--- src/rtl/bram_fifo_ctrl.sv ---
// bram_fifo_ctrl: runs both ports of an external SB_RAM256x16 as a
// first-word-fall-through FIFO with valid/ready handshakes on both sides.
//
// Ports:
//   clk, rst                  single clock; synchronous active-high reset
//   in_data/in_valid/in_ready write side handshake
//   out_data/out_valid/out_ready  read side handshake (FWFT head word)
//   level                     words held: RAM + read in flight + out buffer
//   ram_we/ram_wclke/ram_waddr/ram_wdata/ram_mask  RAM write port
//   ram_re/ram_rclke/ram_raddr/ram_rdata           RAM read port
//   almost_full/almost_empty  registered level flags, present only when
//                             BRAM_FIFO_CTRL_ALMOST_EN is defined
module bram_fifo_ctrl #(
   parameter int ADDR_WIDTH = 8,
   parameter int DATA_WIDTH = 16,
   parameter int AF_THRESH  = 240,
   parameter int AE_THRESH  = 2
) (
   input  logic                  clk,
   input  logic                  rst,
   input  logic [DATA_WIDTH-1:0] in_data,
   input  logic                  in_valid,
   output logic                  in_ready,
   output logic [DATA_WIDTH-1:0] out_data,
   output logic                  out_valid,
   input  logic                  out_ready,
   output logic [ADDR_WIDTH+1:0] level,
   output logic                  ram_we,
   output logic                  ram_wclke,
   output logic [ADDR_WIDTH-1:0] ram_waddr,
   output logic [DATA_WIDTH-1:0] ram_wdata,
   output logic [DATA_WIDTH-1:0] ram_mask,
   output logic                  ram_re,
   output logic                  ram_rclke,
   output logic [ADDR_WIDTH-1:0] ram_raddr,
   input  logic [DATA_WIDTH-1:0] ram_rdata
`ifdef BRAM_FIFO_CTRL_ALMOST_EN
   ,
   output logic                  almost_full,
   output logic                  almost_empty
`endif
);

   localparam int LW = ADDR_WIDTH + 2;
   localparam logic [ADDR_WIDTH:0] DEPTH_U = {1'b1, {ADDR_WIDTH{1'b0}}};

   logic [ADDR_WIDTH-1:0] wr_ptr_q, wr_ptr_d;
   logic [ADDR_WIDTH-1:0] rd_ptr_q, rd_ptr_d;
   logic [ADDR_WIDTH:0]   ram_used_q, ram_used_d;
   logic                  rd_pending_q, rd_pending_d;
   logic [DATA_WIDTH-1:0] buf0_q, buf0_d;
   logic [DATA_WIDTH-1:0] buf1_q, buf1_d;
   logic [1:0]            buf_count_q, buf_count_d;
   logic [LW-1:0]         level_q, level_d;

   logic       push, pop, rd;
   logic [2:0] occ, lim;

   // Handshakes and read issue. Entries committed to the buffer
   // (held + in flight) less this cycle's pop must leave room.
   always_comb begin
      in_ready  = !rst && (ram_used_q != DEPTH_U);
      push      = in_valid && in_ready;
      out_valid = !rst && (buf_count_q != 2'd0);
      pop       = out_valid && out_ready;
      occ       = {1'b0, buf_count_q} + {2'b0, rd_pending_q};
      lim       = 3'd2 + {2'b0, pop};
      rd        = !rst && (ram_used_q != '0) && (occ < lim);
   end

   always_comb begin
      wr_ptr_d     = wr_ptr_q;
      rd_ptr_d     = rd_ptr_q;
      ram_used_d   = ram_used_q;
      rd_pending_d = rd;
      if (push) wr_ptr_d = wr_ptr_q + 1'b1;
      if (rd)   rd_ptr_d = rd_ptr_q + 1'b1;
      if (push && !rd)      ram_used_d = ram_used_q + 1'b1;
      else if (!push && rd) ram_used_d = ram_used_q - 1'b1;

      // Output buffer: shift on pop, then land the RAM word at the tail.
      buf0_d      = buf0_q;
      buf1_d      = buf1_q;
      buf_count_d = buf_count_q;
      if (pop) begin
         buf0_d      = buf1_q;
         buf_count_d = buf_count_d - 2'd1;
      end
      if (rd_pending_q) begin
         if (buf_count_d == 2'd0) buf0_d = ram_rdata;
         else                     buf1_d = ram_rdata;
         buf_count_d = buf_count_d + 2'd1;
      end

      level_d = LW'(ram_used_d) + LW'(rd_pending_d) + LW'(buf_count_d);
   end

   always_ff @(posedge clk) begin
      if (rst) begin
         wr_ptr_q     <= '0;
         rd_ptr_q     <= '0;
         ram_used_q   <= '0;
         rd_pending_q <= 1'b0;
         buf0_q       <= '0;
         buf1_q       <= '0;
         buf_count_q  <= 2'd0;
         level_q      <= '0;
      end else begin
         wr_ptr_q     <= wr_ptr_d;
         rd_ptr_q     <= rd_ptr_d;
         ram_used_q   <= ram_used_d;
         rd_pending_q <= rd_pending_d;
         buf0_q       <= buf0_d;
         buf1_q       <= buf1_d;
         buf_count_q  <= buf_count_d;
         level_q      <= level_d;
      end
   end

   always_comb begin
      ram_we    = push;
      ram_wclke = push;
      ram_waddr = wr_ptr_q;
      ram_wdata = in_data;
      ram_mask  = '0;
      ram_re    = rd;
      ram_rclke = rd;
      ram_raddr = rd_ptr_q;
      out_data  = buf0_q;
      level     = rst ? '0 : level_q;
   end

`ifdef BRAM_FIFO_CTRL_ALMOST_EN
   logic af_q, ae_q;

   always_ff @(posedge clk) begin
      if (rst) begin
         af_q <= 1'b0;
         ae_q <= 1'b1;
      end else begin
         af_q <= (level_d >= LW'(AF_THRESH));
         ae_q <= (level_d <= LW'(AE_THRESH));
      end
   end

   always_comb begin
      almost_full  = !rst && af_q;
      almost_empty = rst || ae_q;
   end
`else
   logic unused_thresh;
   assign unused_thresh = ^{AF_THRESH, AE_THRESH};
`endif

endmodule

--- config.mk ---
export PLATFORM = sky130hd
export DESIGN_NAME = bram_fifo_ctrl
export DESIGN_NICKNAME = d
export VERILOG_FILES = /design/src/rtl/bram_fifo_ctrl.sv
export SDC_FILE = /design/constraint.sdc
export NUM_CORES = 1
export LEC_CHECK = 0
export CAP_MARGIN = 20
export CORE_MARGIN = 10
export CORE_UTILIZATION = 41
export CTS_CLUSTER_DIAMETER = 50
export DETAILED_ROUTE_END_ITERATION = 16
export GPL_ROUTABILITY_DRIVEN = 0
export PLACE_DENSITY = 0.72
export SLEW_MARGIN = 20
export SYNTH_ARGS = -nofsm -noshare
export SYNTH_HDL_FRONTEND = slang
export SYNTH_SLANG_ARGS = --single-unit
--- constraint.sdc ---
create_clock -name clk -period 8.3 [get_ports clk]
set_input_delay 0.83 -clock clk [delete_from_list [all_inputs] [get_ports clk]]
set_output_delay 0.83 -clock clk [all_outputs]
set_load 0.1 [all_outputs]
Yosys cells after proc, flatten, opt, wreduce, memory -nomap -nowiden
Cells that the tools add are included.
- flip-flop bits (word level): 70
- latch bits: 0
- RAM bits: 0
- memory bits (read-only): 0
- input port bits: 36
- output and inout port bits: 80
- word-level logic and storage cells: 44
- memories: 0
- $add $sub $neg: 10
- $mul: 0
- divide/modulo/power cells: 0
- $lt $le $gt $ge: 1
- equality and inequality tests: 1
- shift operators: 0
- mux-type cells: 8
- bitwise operators: 1
- reduce and logical (&&, ||, !) cells: 15
- operators with widths (operator ; number):
    $mux 16 ; 3
    $mux 9 ; 2
    $add 8x1->8 const B ; 2
    $add 10x2->10 ; 1
    $add 9x1->10 ; 1
    $mux 10 ; 1
    $add 9x1->9 const B ; 1
    $ne 9x9->1 const B ; 1
    $reduce_bool 9->1 ; 1
    $sub 9x1->9 const B ; 1
    $logic_and 1x1->1 ; 8
    $mux 2 ; 2
    $add 2x1->3 ; 1
    $add 2x1->3 const A ; 1
    $logic_not 1->1 ; 3
    $lt 3x3->1 ; 1
    $add 2x1->2 const B ; 1
    $logic_not 2->1 ; 1
    $reduce_and 2->1 ; 1
    $reduce_bool 2->1 ; 1
    $sub 2x1->2 const B ; 1
    $not 1->1 ; 1

Longest topological paths before layout
Gate-level depths: netlist (run 1).
- word-level depth: 11
- gate-level depth with buffers: 14
- mapped depth without buffers: 13

Worst setup path before layout (run 1)
No wires, ideal clock.
- path type: input to register
- from: input port rst
- to: register level_q[7]
- library setup time: 0.121 ns
- arrival time: 4.701 ns
- required time: 8.179 ns
- slack: 3.478 ns
- stages: 13
- path buffers: 2
- cell sequence: clkbuf_1 > nor2_1 > and2_1 > buf_2 > mux2i_1 > inv_1 > ha_1 > mux2_2 > ha_1 > a21o_1 > o21ai_1 > nor4_1 > mux2_2
- elaborated cells on any way between the ends: 20
- RTL lines (what ; RTL line ; source):
    start, declared ; 20 ; input logic rst,
    $logic_not 1->1 * ; 64 ; out_valid = !rst && (buf_count_q != 2'd0);
    $logic_and 1x1->1 * ; 64 ;
    net out_valid ; 25 ; output logic out_valid,
    $logic_and 1x1->1 * ; 65 ; pop = out_valid && out_ready;
    $mux 2 * ; 85 ; if (pop) begin
    $add 2x1->2 ; 92 ; buf_count_d = buf_count_d + 2'd1;
    $mux 2 * ; 89 ; if (rd_pending_q) begin
    net buf_count_d[1] ; 53 ; logic [1:0] buf_count_q, buf_count_d;
    $add 10x2->10 * ; 95 ; level_d = LW'(ram_used_d) + LW'(rd_pending_d) + LW'(buf_count_d);
    end signal, assigned ; 116 ; level_q <= level_d;
    end, declared ; 54 ; logic [LW-1:0] level_q, level_d;
Mark *: on every way through the listed nets, which the timed path passes. The rest lies on a longest branch.
A chain may end at the register's enable or synchronous reset.

Worst setup path after layout (run 1)
- from: input port out_ready
- to: output port ram_re
- cells in the longest elaborated chain, start to end: 4
- RTL lines (what ; RTL line ; source):
    start, declared ; 26 ; input logic out_ready,
    $logic_and 1x1->1 ; 65 ;
    $add 2x1->3 ; 67 ; lim = 3'd2 + {2'b0, pop};
    $lt 3x3->1 ; 68 ; rd = !rst && (ram_used_q != '0) && (occ < lim);
    $logic_and 1x1->1 ; 68 ;
    end, declared ; 33 ; output logic ram_re,
Every way passes these cells.

==> flow_summary.json, run 1 <==
{
  "final_max_slew_viol_count": 0,
  "slowest_delay_ns": 1.17,
  "initial_core_util_pct": 42.0,
  "crit_type": "primary input to primary output",
  "drc_errors": 0,
  "worst_pin_slew_ns": 1.01,
  "r2r_slack_ns": 4.43,
  "cp_cell_sequence": "clkdlybuf4s50_1 -> or3b_1 -> a211oi_2 -> nand2_1 -> inv_2 -> clkdlybuf4s50_1",
  "die_h_um": 115,
  "power_density_mw_per_mm2": 471,
  "post_cts_resized": 0,
  "finalSetupViolations": 0,
  "max-slew-margin-rel_pct": 32.2,
  "grt_pass1_vias": 2831,
  "rr_endpoint": "level_q[7]",
  "synthArstFlopShare_pct": 0,
  "hold_end": "buf1_q[15]",
  "max-cap-violations": 0,
  "crit_path_top_delay_cell": "clkdlybuf4s50_1",
  "synthFlopType": "dfxtp_1",
  "path_clk_slew_ns": 0.08,
  "nets": 504,
  "synth_edf_count": 0,
  "rsz0062_at_grt": "false",
  "p_leak_uw": 0.00163,
  "syn_avg_cell_area_um2": 8.78,
  "core_mm2": 0.00872,
  "dpl_cell_area_mm2": 0.00418,
  "routed_wl_um": 8610,
  "dr.pass1.iters": 4,
  "clock_skew_ns": 0.00846,
  "die_w_um": 115,
  "vias_per_cell": 5.07,
  "drt_iter0_markers": 124,
  "yosys_register_bits": 70,
  "io_buffers": 67,
  "clk_latency_ns": 0.36,
  "syn_area_mm2": 0.00366,
  "grt_start_max_net_pins": 57,
  "hold_depth": 2,
  "area_delta_synth_final_pct": 20.6,
  "grt_pass1_wl_um": 14200,
  "cts.sinks": 70,
  "crit_path_start_kind": "primary input",
  "final.min_clock_period_ns": 4.70,
  "outcome": "finished clean",
  "vias": 2883,
  "synth.yosys.seq_area_share_pct": 38.3,
  "final_cell_area_mm2": 0.00442,
  "die_area_mm2": 0.0131,
  "hold_class": "register to register",
  "peakVddDrop_mv": 0.147,
  "instances_no_fill": 569,
  "antenna_cells": 0,
  "path_max_fanout": 10,
  "ant_nets": 0,
  "num_rows": 34,
  "crit_top_cell": "clkdlybuf4s50_1",
  "worstPathRequired_ns": 7.47,
  "end_kind": "primary output",
  "grt_overflow": 0,
  "ys_warn_count": 0,
  "min_from": "buf1_q[15]",
  "max_freq_ghz": 0.213,
  "hold_viol_final": 0,
  "wl_per_cell_um": 15.1,
  "postCtsSetupBuffers": 0,
  "syn_inst": 417,
  "drive_gt1_share_pct": 8.68,
  "cts-root-buf": "clkbuf_8",
  "dp_hpwl_um": 6340,
  "period_share_pct": 56.6,
  "cts_tree": "done",
  "grt_usage_pct": 13.2,
  "worstReg2RegStart": "rd_pending_q",
  "tns_ns": 0,
  "io-pin-count": 116,
  "htree_levels": 3,
  "arrival_ns": 3.87,
  "cts_made_buffers": 9,
  "r2r_cells": 12,
  "clock_path_buffers": 2,
  "dpl.cell_count": 553,
  "yosys.cell_types.count": 66,
  "ctsHoldBuffers": 0,
  "grt_antenna_before_repair": 0
}
==> metrics by stage <==
stage	worst slack, ns	hold WS [ns]	total power (µW)	util, %
after global routing	3.36	0.477	2220	50.6
after global placement	3.64	0.441	1760	48.0
after CTS	3.59	0.464	2100	50.6
after floorplan	3.48	0.436	1560	-
final	3.60	0.463	2080	50.6
after detailed placement	3.59	0.453	1780	48.0
==> layout by cell type (no fill, tap or decap), types with 7 or more instances in the layout <==
master / netlist / routed
a21oi_1: 21 / 21
conb_1: 1 / 16
xor2_1: 11 / 11
inv_1: 8 / 8
a211oi_1: 16 / 16
ha_1: 10 / 10
clkbuf_8: 0 / 9
nand4_1: 7 / 7
xnor2_1: 11 / 11
nand3_1: 9 / 9
nor2b_1: 19 / 18
nand2_1: 45 / 45
mux2i_1: 18 / 18
nor2_1: 46 / 46
dfxtp_1: 70 / 70
clkdlybuf4s50_1: 0 / 66
==> flip-flops by register name, summed over array words and instances, names as in the netlist <==
name,cells
rd_pending_q,1
ram_waddr,8
ram_used_q,9
out_data,16
level_q,10
buf_count_q,2
buf1_q,16
ram_raddr,8
==> critical path: cells and delay by family <==
kind,cells,cell delay [ns]
buffers and inverters,3,1.89
and+or+nand+nor,2,0.65
AOI/OAI and AO/OA,1,0.49
==> layout make-up <==
type | instances | area (µm²)
Tap cell | 108 | 135
Multi-Input combinational cell | 297 | 1940
Inverter | 10 | 37.5
Clock buffer | 9 | 124
Timing Repair Buffer | 68 | 673
Clock inverter | 7 | 106
Sequential cell | 70 | 1400
Fill cell | 804 | 4300
==> cell usage after synthesis (2+ instances only) <==
cell type | number | share of area [%]
mux2_2 | 2 | 0.61
nor3_1 | 2 | 0.27
o21ai_0 | 2 | 0.27
o211ai_1 | 2 | 0.41
nor4_1 | 2 | 0.34
a211oi_1 | 16 | 3.3
and4_1 | 3 | 0.72
a211oi_2 | 2 | 0.68
nand2_1 | 45 | 4.6
nand3_1 | 9 | 1.2
inv_2 | 2 | 0.21
nor2_1 | 46 | 4.7
o21ai_1 | 2 | 0.27
nand4_1 | 7 | 1.2
a21oi_1 | 21 | 2.9
o2111ai_1 | 2 | 0.48
fa_1 | 2 | 1.1
buf_1 | 4 | 0.41
mux2i_1 | 18 | 4.9
ha_1 | 10 | 3.4
dfxtp_1 | 70 | 38
buf_4 | 34 | 7.0
maj3_1 | 2 | 0.55
buf_2 | 2 | 0.27
inv_1 | 8 | 0.82
xor2_1 | 11 | 2.6
and3_1 | 5 | 0.85
nand2b_1 | 5 | 0.85
a31oi_1 | 2 | 0.34
xnor2_1 | 11 | 2.6
clkbuf_1 | 14 | 1.4
nor4_4 | 2 | 1.2
nor2b_1 | 19 | 3.2
==> where the power goes <==
part	switching (µW)	internal [µW]	leakage, µW
Sequential	76.4	438	0.000571
Clock	141	174	0.000116
Combinational	878	375	0.000942
==> worst max path at each step <==
stage	from	to	slack [ns]
5_1_grt	out_ready	ram_rclke	3.36
3_5_place_dp	out_ready	ram_re	3.59
2_1_floorplan	rst	level_q[7]	3.48
6_report	out_ready	ram_re	3.60
4_1_cts	out_ready	ram_re	3.59
3_3_place_gp	out_ready	ram_re	3.64
==> cells by family after synthesis <==
kind of cell / count (synthesis) / synth area share (%)
AO/OA/AOI/OAI: 61 / 11.5
XOR/XNOR: 22 / 5.26
adder cells (fa/ha/maj): 14 / 5.06
buffers and inverters: 65 / 10.4
flip-flops: 70 / 38.3
multiplexers: 21 / 5.84
other: 1 / 0.102
AND/OR/NAND/NOR: 163 / 23.6
==> routing by layer <==
metal	up-vias	GRT usage (%)	share of wire, %
li1	1464	-	-
met1	1322	14.5	41
met2	80	22.0	48
met3	17	5.61	8.9
met5	-	0	0
met4	0	5.10	1.6
Power figures use the tool's default switching activity.
==> inputs of run 2 (changes only) <==
==> constraint.sdc (replaced) <==
create_clock -name clk -period 4.4 [get_ports clk]
set_input_delay 0.44 -clock clk [delete_from_list [all_inputs] [get_ports clk]]
set_output_delay 0.44 -clock clk [all_outputs]
set_load 0.1 [all_outputs]
==> run 2 against run 1 <==
  * Clock-buffer cell count is 1 higher
  * Power is 86% higher
  * Critical path depth is 5 higher
  * Via count is 1.6% higher
  * Worst setup slack worse by 3.2 ns
  * Sequential share of layout area is 0.081 points higher
  * Final cell count is 0.53% higher
  * Cell area is 0.25% lower
  * Combinational power is 91% higher
  * Critical path type is now register to register
  * Critical endpoint is now level_q[7]
  * Largest power group unchanged
==> flow_summary.json, run 2 (synthesized netlist as in run 1, its figures left out) <==
{
  "crit_path_start_kind": "register",
  "worst_pin_slew_ns": 1.04,
  "switching_share_pct": 53.2,
  "clock_skew_ns": 0.0104,
  "clk_latency_ns": 0.35,
  "dr.pass1.iters": 4,
  "antenna_cells": 0,
  "initial_core_util_pct": 42.0,
  "instances_no_fill": 572,
  "path_clk_slew_ns": 0.08,
  "die_w_um": 115,
  "io_buffers": 67,
  "path_max_fanout": 8,
  "nets": 507,
  "grt_usage_pct": 13.0,
  "post_cts_resized": 0,
  "final_max_slew_viol_count": 0,
  "p_seq_share_pct": 24.9,
  "crit_type": "register to register",
  "routed_wl_um": 8660,
  "grt_antenna_before_repair": 0,
  "die_area_mm2": 0.0131,
  "arrival_ns": 4.19,
  "core_mm2": 0.00872,
  "drc_errors": 0,
  "hold_ws_ns": 0.457,
  "die_h_um": 115,
  "max-slew-margin-rel_pct": 30.2,
  "tns_ns": 0,
  "drive_gt1_share_pct": 9.91,
  "ctsHoldBuffers": 0,
  "grt_overflow": 0,
  "ant_nets": 0,
  "worstPathRequired_ns": 4.63,
  "clockPowerShare_pct": 13.7,
  "power_density_mw_per_mm2": 881,
  "vias": 2930,
  "max_freq_ghz": 0.252,
  "vias_per_cell": 5.12,
  "io-pin-count": 116,
  "area_delta_synth_final_pct": 20.3,
  "cts_tree": "done",
  "grt_start_max_net_pins": 38,
  "cts.sinks": 70,
  "hold_class": "register to register",
  "clock_path_buffers": 2,
  "dp_hpwl_um": 6390,
  "rsz0062_at_grt": "false",
  "grt_pass1_wl_um": 14100,
  "p_leak_uw": 0.00163,
  "wl_per_cell_um": 15.1,
  "cts_made_buffers": 9,
  "final.min_clock_period_ns": 3.96,
  "max-cap-violations": 0,
  "p_comb_share_pct": 61.4,
  "outcome": "finished clean",
  "final_cell_mix": "dfxtp_1, clkdlybuf4s50_1, nor2_1, nand2_1, a21oi_1",
  "switchingPower_uw": 2070,
  "htree_levels": 3,
  "drt_iter0_markers": 124,
  "final_common_cell": "dfxtp_1",
  "peakVddDrop_mv": 0.288,
  "end_kind": "register",
  "hold_viol_final": 0,
  "intPower_uw": 1820,
  "period_share_pct": 90.0,
  "dpl.cell_count": 556,
  "finalSetupViolations": 0,
  "cts-root-buf": "clkbuf_8",
  "postCtsSetupBuffers": 0,
  "grt_pass1_vias": 2905,
  "num_rows": 34
}
[run 2: changes by cell type in the layout (fill, tap and decap cells not counted), sizes merged]
cell | before | now
inv | 12 | 11
clkbuf | 9 | 10
bufinv | 2 | 1
clkinvlp | 0 | 3
clkdlybuf4s50 | 66 | 62
buf | 2 | 9
clkinv | 3 | 1
[run 2: worst paths after layout]
path	slack, ns	end	startpoint	cells past startpoint
worst max-delay path	0.44	level_q[7]	rd_pending_q	11
worst min-delay path	0.46	buf1_q[11]	buf1_q[11]	2
worst max register to register	0.44	level_q[7]	rd_pending_q	11
worst min register to register	0.46	buf1_q[11]	buf1_q[11]	2
[run 2: cell type report]
class / instances / area, µm²
Tap cell: 108 / 135
Timing Repair Buffer: 71 / 686
Clock inverter: 6 / 70.1
Inverter: 10 / 37.5
Fill cell: 811 / 4320
Clock buffer: 10 / 138
Multi-Input combinational cell: 297 / 1940
Sequential cell: 70 / 1400
[run 2: layer usage]
layer	track usage (%)	share of wire, %	up-vias
li1	-	-	1463
met1	14.3	41	1359
met2	21.8	48	95
met3	6.18	9.5	13
met4	4.01	1.3	0
met5	0	0	-
[run 2: metrics by stage]
step	setup slack (ns)	instance area (µm²)	utilization (%)	power (µW)
floorplan	0.432	3720	-	2950
global placement	0.435	4200	48.1	3310
detailed placement	0.235	4200	48.1	3370
CTS	0.432	4410	50.5	3920
global route	0.186	4410	50.5	4130
finish	0.439	4410	50.5	3880
[run 2: worst max-delay path: stages (launching register included)]
cell      delay (ns)
dfxtp_1         0.43
ha_1            0.27
or3b_1          0.39
a211oi_2        0.52
nand2_1         0.30
maj3_1          0.39
o21ai_0         0.42
ha_1            0.24
a21o_1          0.08
o21ai_1         0.12
nor4_1          0.33
mux2_2          0.38
[run 2: power by group through the flow]
stage | Combinational (µW) | Sequential (µW) | Clock (µW)
after detailed placement | 2390 | 980 | 0
after global routing | 2560 | 992 | 573
final | 2390 | 965 | 533
after global placement | 2340 | 973 | 0
after CTS | 2400 | 967 | 550
after floorplan | 1440 | 1510 | 0
==> inputs of run 3 (changes only) <==
--- a/config.mk
+++ b/config.mk
@@ -6,7 +6,7 @@
 export NUM_CORES = 1
 export LEC_CHECK = 0
 export CAP_MARGIN = 20
-export CORE_MARGIN = 10
+export CORE_MARGIN = 2
 export CORE_UTILIZATION = 41
 export CTS_CLUSTER_DIAMETER = 50
 export DETAILED_ROUTE_END_ITERATION = 16
==> run 3 against run 2 <==
  * Clock skew fell by 0.0021 ns
  * Core utilization is 0.41 points higher
  * Via count rose by 0.34%
  * Sequential power increased by 0.4%
  * Largest cell class unchanged
  * Power is 0.88% higher
  * Fmax shrank 0.24%
==> flow_summary.json, run 3 (synthesized netlist as in run 1, its figures left out) <==
{
  "outcome": "finished clean",
  "hold_ws_ns": 0.459,
  "core_mm2": 0.00868,
  "final_common_cell": "dfxtp_1",
  "p_seq_share_pct": 24.7,
  "p_leak_uw": 0.00164,
  "vias": 2940,
  "grt_usage_pct": 17.1,
  "area_delta_synth_final_pct": 20.7,
  "clockPowerShare_pct": 14.7,
  "intPower_uw": 1860,
  "clock_skew_ns": 0.00828,
  "final_max_slew_viol_count": 0,
  "peakVddDrop_mv": 0.353,
  "vias_per_cell": 5.14,
  "path_clk_slew_ns": 0.08,
  "hold_class": "register to register",
  "slowest_delay_ns": 0.54,
  "arrival_ns": 4.21,
  "switchingPower_uw": 2060,
  "cts.sinks": 70,
  "crit_type": "register to register",
  "final.min_clock_period_ns": 3.97,
  "tns_ns": 0,
  "grt_antenna_before_repair": 0,
  "initial_core_util_pct": 42.2,
  "utilization_pct": 50.9,
  "seq_area_mm2": 0.00140,
  "hold_viol_final": 0,
  "drt_iter0_markers": 122,
  "die_h_um": 98.5,
  "die_w_um": 98.5,
  "max-cap-violations": 0,
  "dpl_cell_area_mm2": 0.00420,
  "dr.pass1.iters": 4,
  "cp_cell_sequence": "ha_1 -> or3b_1 -> a211oi_2 -> nand2_1 -> maj3_1 -> nand2_1 -> o21ai_0 -> ha_1 -> a21o_1 -> o21ai_1 -> nor4_1 -> mux2_2",
  "crit_path_start_kind": "register",
  "crit_path_top_delay_cell": "a211oi_2",
  "rsz0062_at_grt": "false",
  "grt_overflow": 0,
  "finalSetupViolations": 0,
  "critPathTopFamily": "simple AND/OR/NAND/NOR gates",
  "cts-root-buf": "clkbuf_8",
  "worst_pin_slew_ns": 1.01,
  "ctsHoldBuffers": 0,
  "grt_pass1_vias": 2940,
  "grt_pass1_wl_um": 13600,
  "final_cell_area_mm2": 0.00442,
  "p_comb_share_pct": 60.6,
  "ant_nets": 0,
  "post_cts_resized": 0,
  "io-pin-count": 116,
  "cts_made_buffers": 9,
  "max-slew-margin-rel_pct": 32.2,
  "htree_levels": 3,
  "routed_wl_um": 7980,
  "cts_tree": "done",
  "worstPathRequired_ns": 4.64,
  "nets": 507,
  "wl_per_cell_um": 14.0,
  "nFillCells": 830,
  "end_kind": "register",
  "drc_errors": 0,
  "path_max_fanout": 8,
  "clk_latency_ns": 0.35,
  "path_buf_inv": 0,
  "dp_hpwl_um": 5750,
  "antenna_cells": 0,
  "power_density_mw_per_mm2": 886,
  "num_rows": 34,
  "final_cell_mix": "dfxtp_1, clkdlybuf4s50_1, nor2_1, nand2_1, a21oi_1",
  "period_share_pct": 90.2,
  "die_area_mm2": 0.00970,
  "multi_input_area_mm2": 0.00194,
  "clock_path_buffers": 2,
  "postCtsSetupBuffers": 0,
  "max_freq_ghz": 0.252,
  "grt_start_max_net_pins": 34,
  "drive_gt1_share_pct": 9.70,
  "io_buffers": 67,
  "switching_share_pct": 52.5
}
[run 3: metal layers]
metal	vias up	wire length (µm)	global-route usage [%]
li1	1464	-	-
met1	1381	3450	19.2
met2	87	3950	30.6
met3	8	493	5.39
met4	0	87	6.01
met5	-	0	0
[run 3: path summary, 6_finish.rpt]
kind / startpoint / endpoint / slack, ns / cells after the start
setup / recovery: rd_pending_q / level_q[7] / 0.43 / 12
hold / removal: buf1_q[15] / buf1_q[15] / 0.46 / 2
setup reg to reg: rd_pending_q / level_q[7] / 0.43 / 12
hold reg to reg: buf1_q[15] / buf1_q[15] / 0.46 / 2
[run 3: power groups by stage]
stage / Clock [µW] / Sequential, µW / Combinational, µW
CTS: 593 / 969 / 2390
global placement: 0 / 977 / 2330
detailed placement: 0 / 982 / 2380
global route: 624 / 995 / 2550
floorplan: 0 / 1510 / 1440
finish: 576 / 969 / 2370
[run 3: worst min-delay path, cell delays in order, from the launching register on]
cell and delay (ns):
dfxtp_1 0.31, nand2_1 0.05, a21oi_1 0.05
[run 3: layout make-up]
type	instances	area share (%)
multi-input cells	297	43.9
flip-flops and latches	70	31.7
repair buffers	71	15.5
well taps	108	3.06
clock buffers	10	2.89
clock inverters	6	2.12
inverters	10	0.849
[run 3: through the flow]
step,power [µW],instances,worst slack (ns)
after global placement,3300,556,0.377
after floorplan,2950,432,0.432
after global routing,4170,572,0.111
after detailed placement,3360,556,0.218
final,3920,572,0.430
after CTS,3950,572,0.445
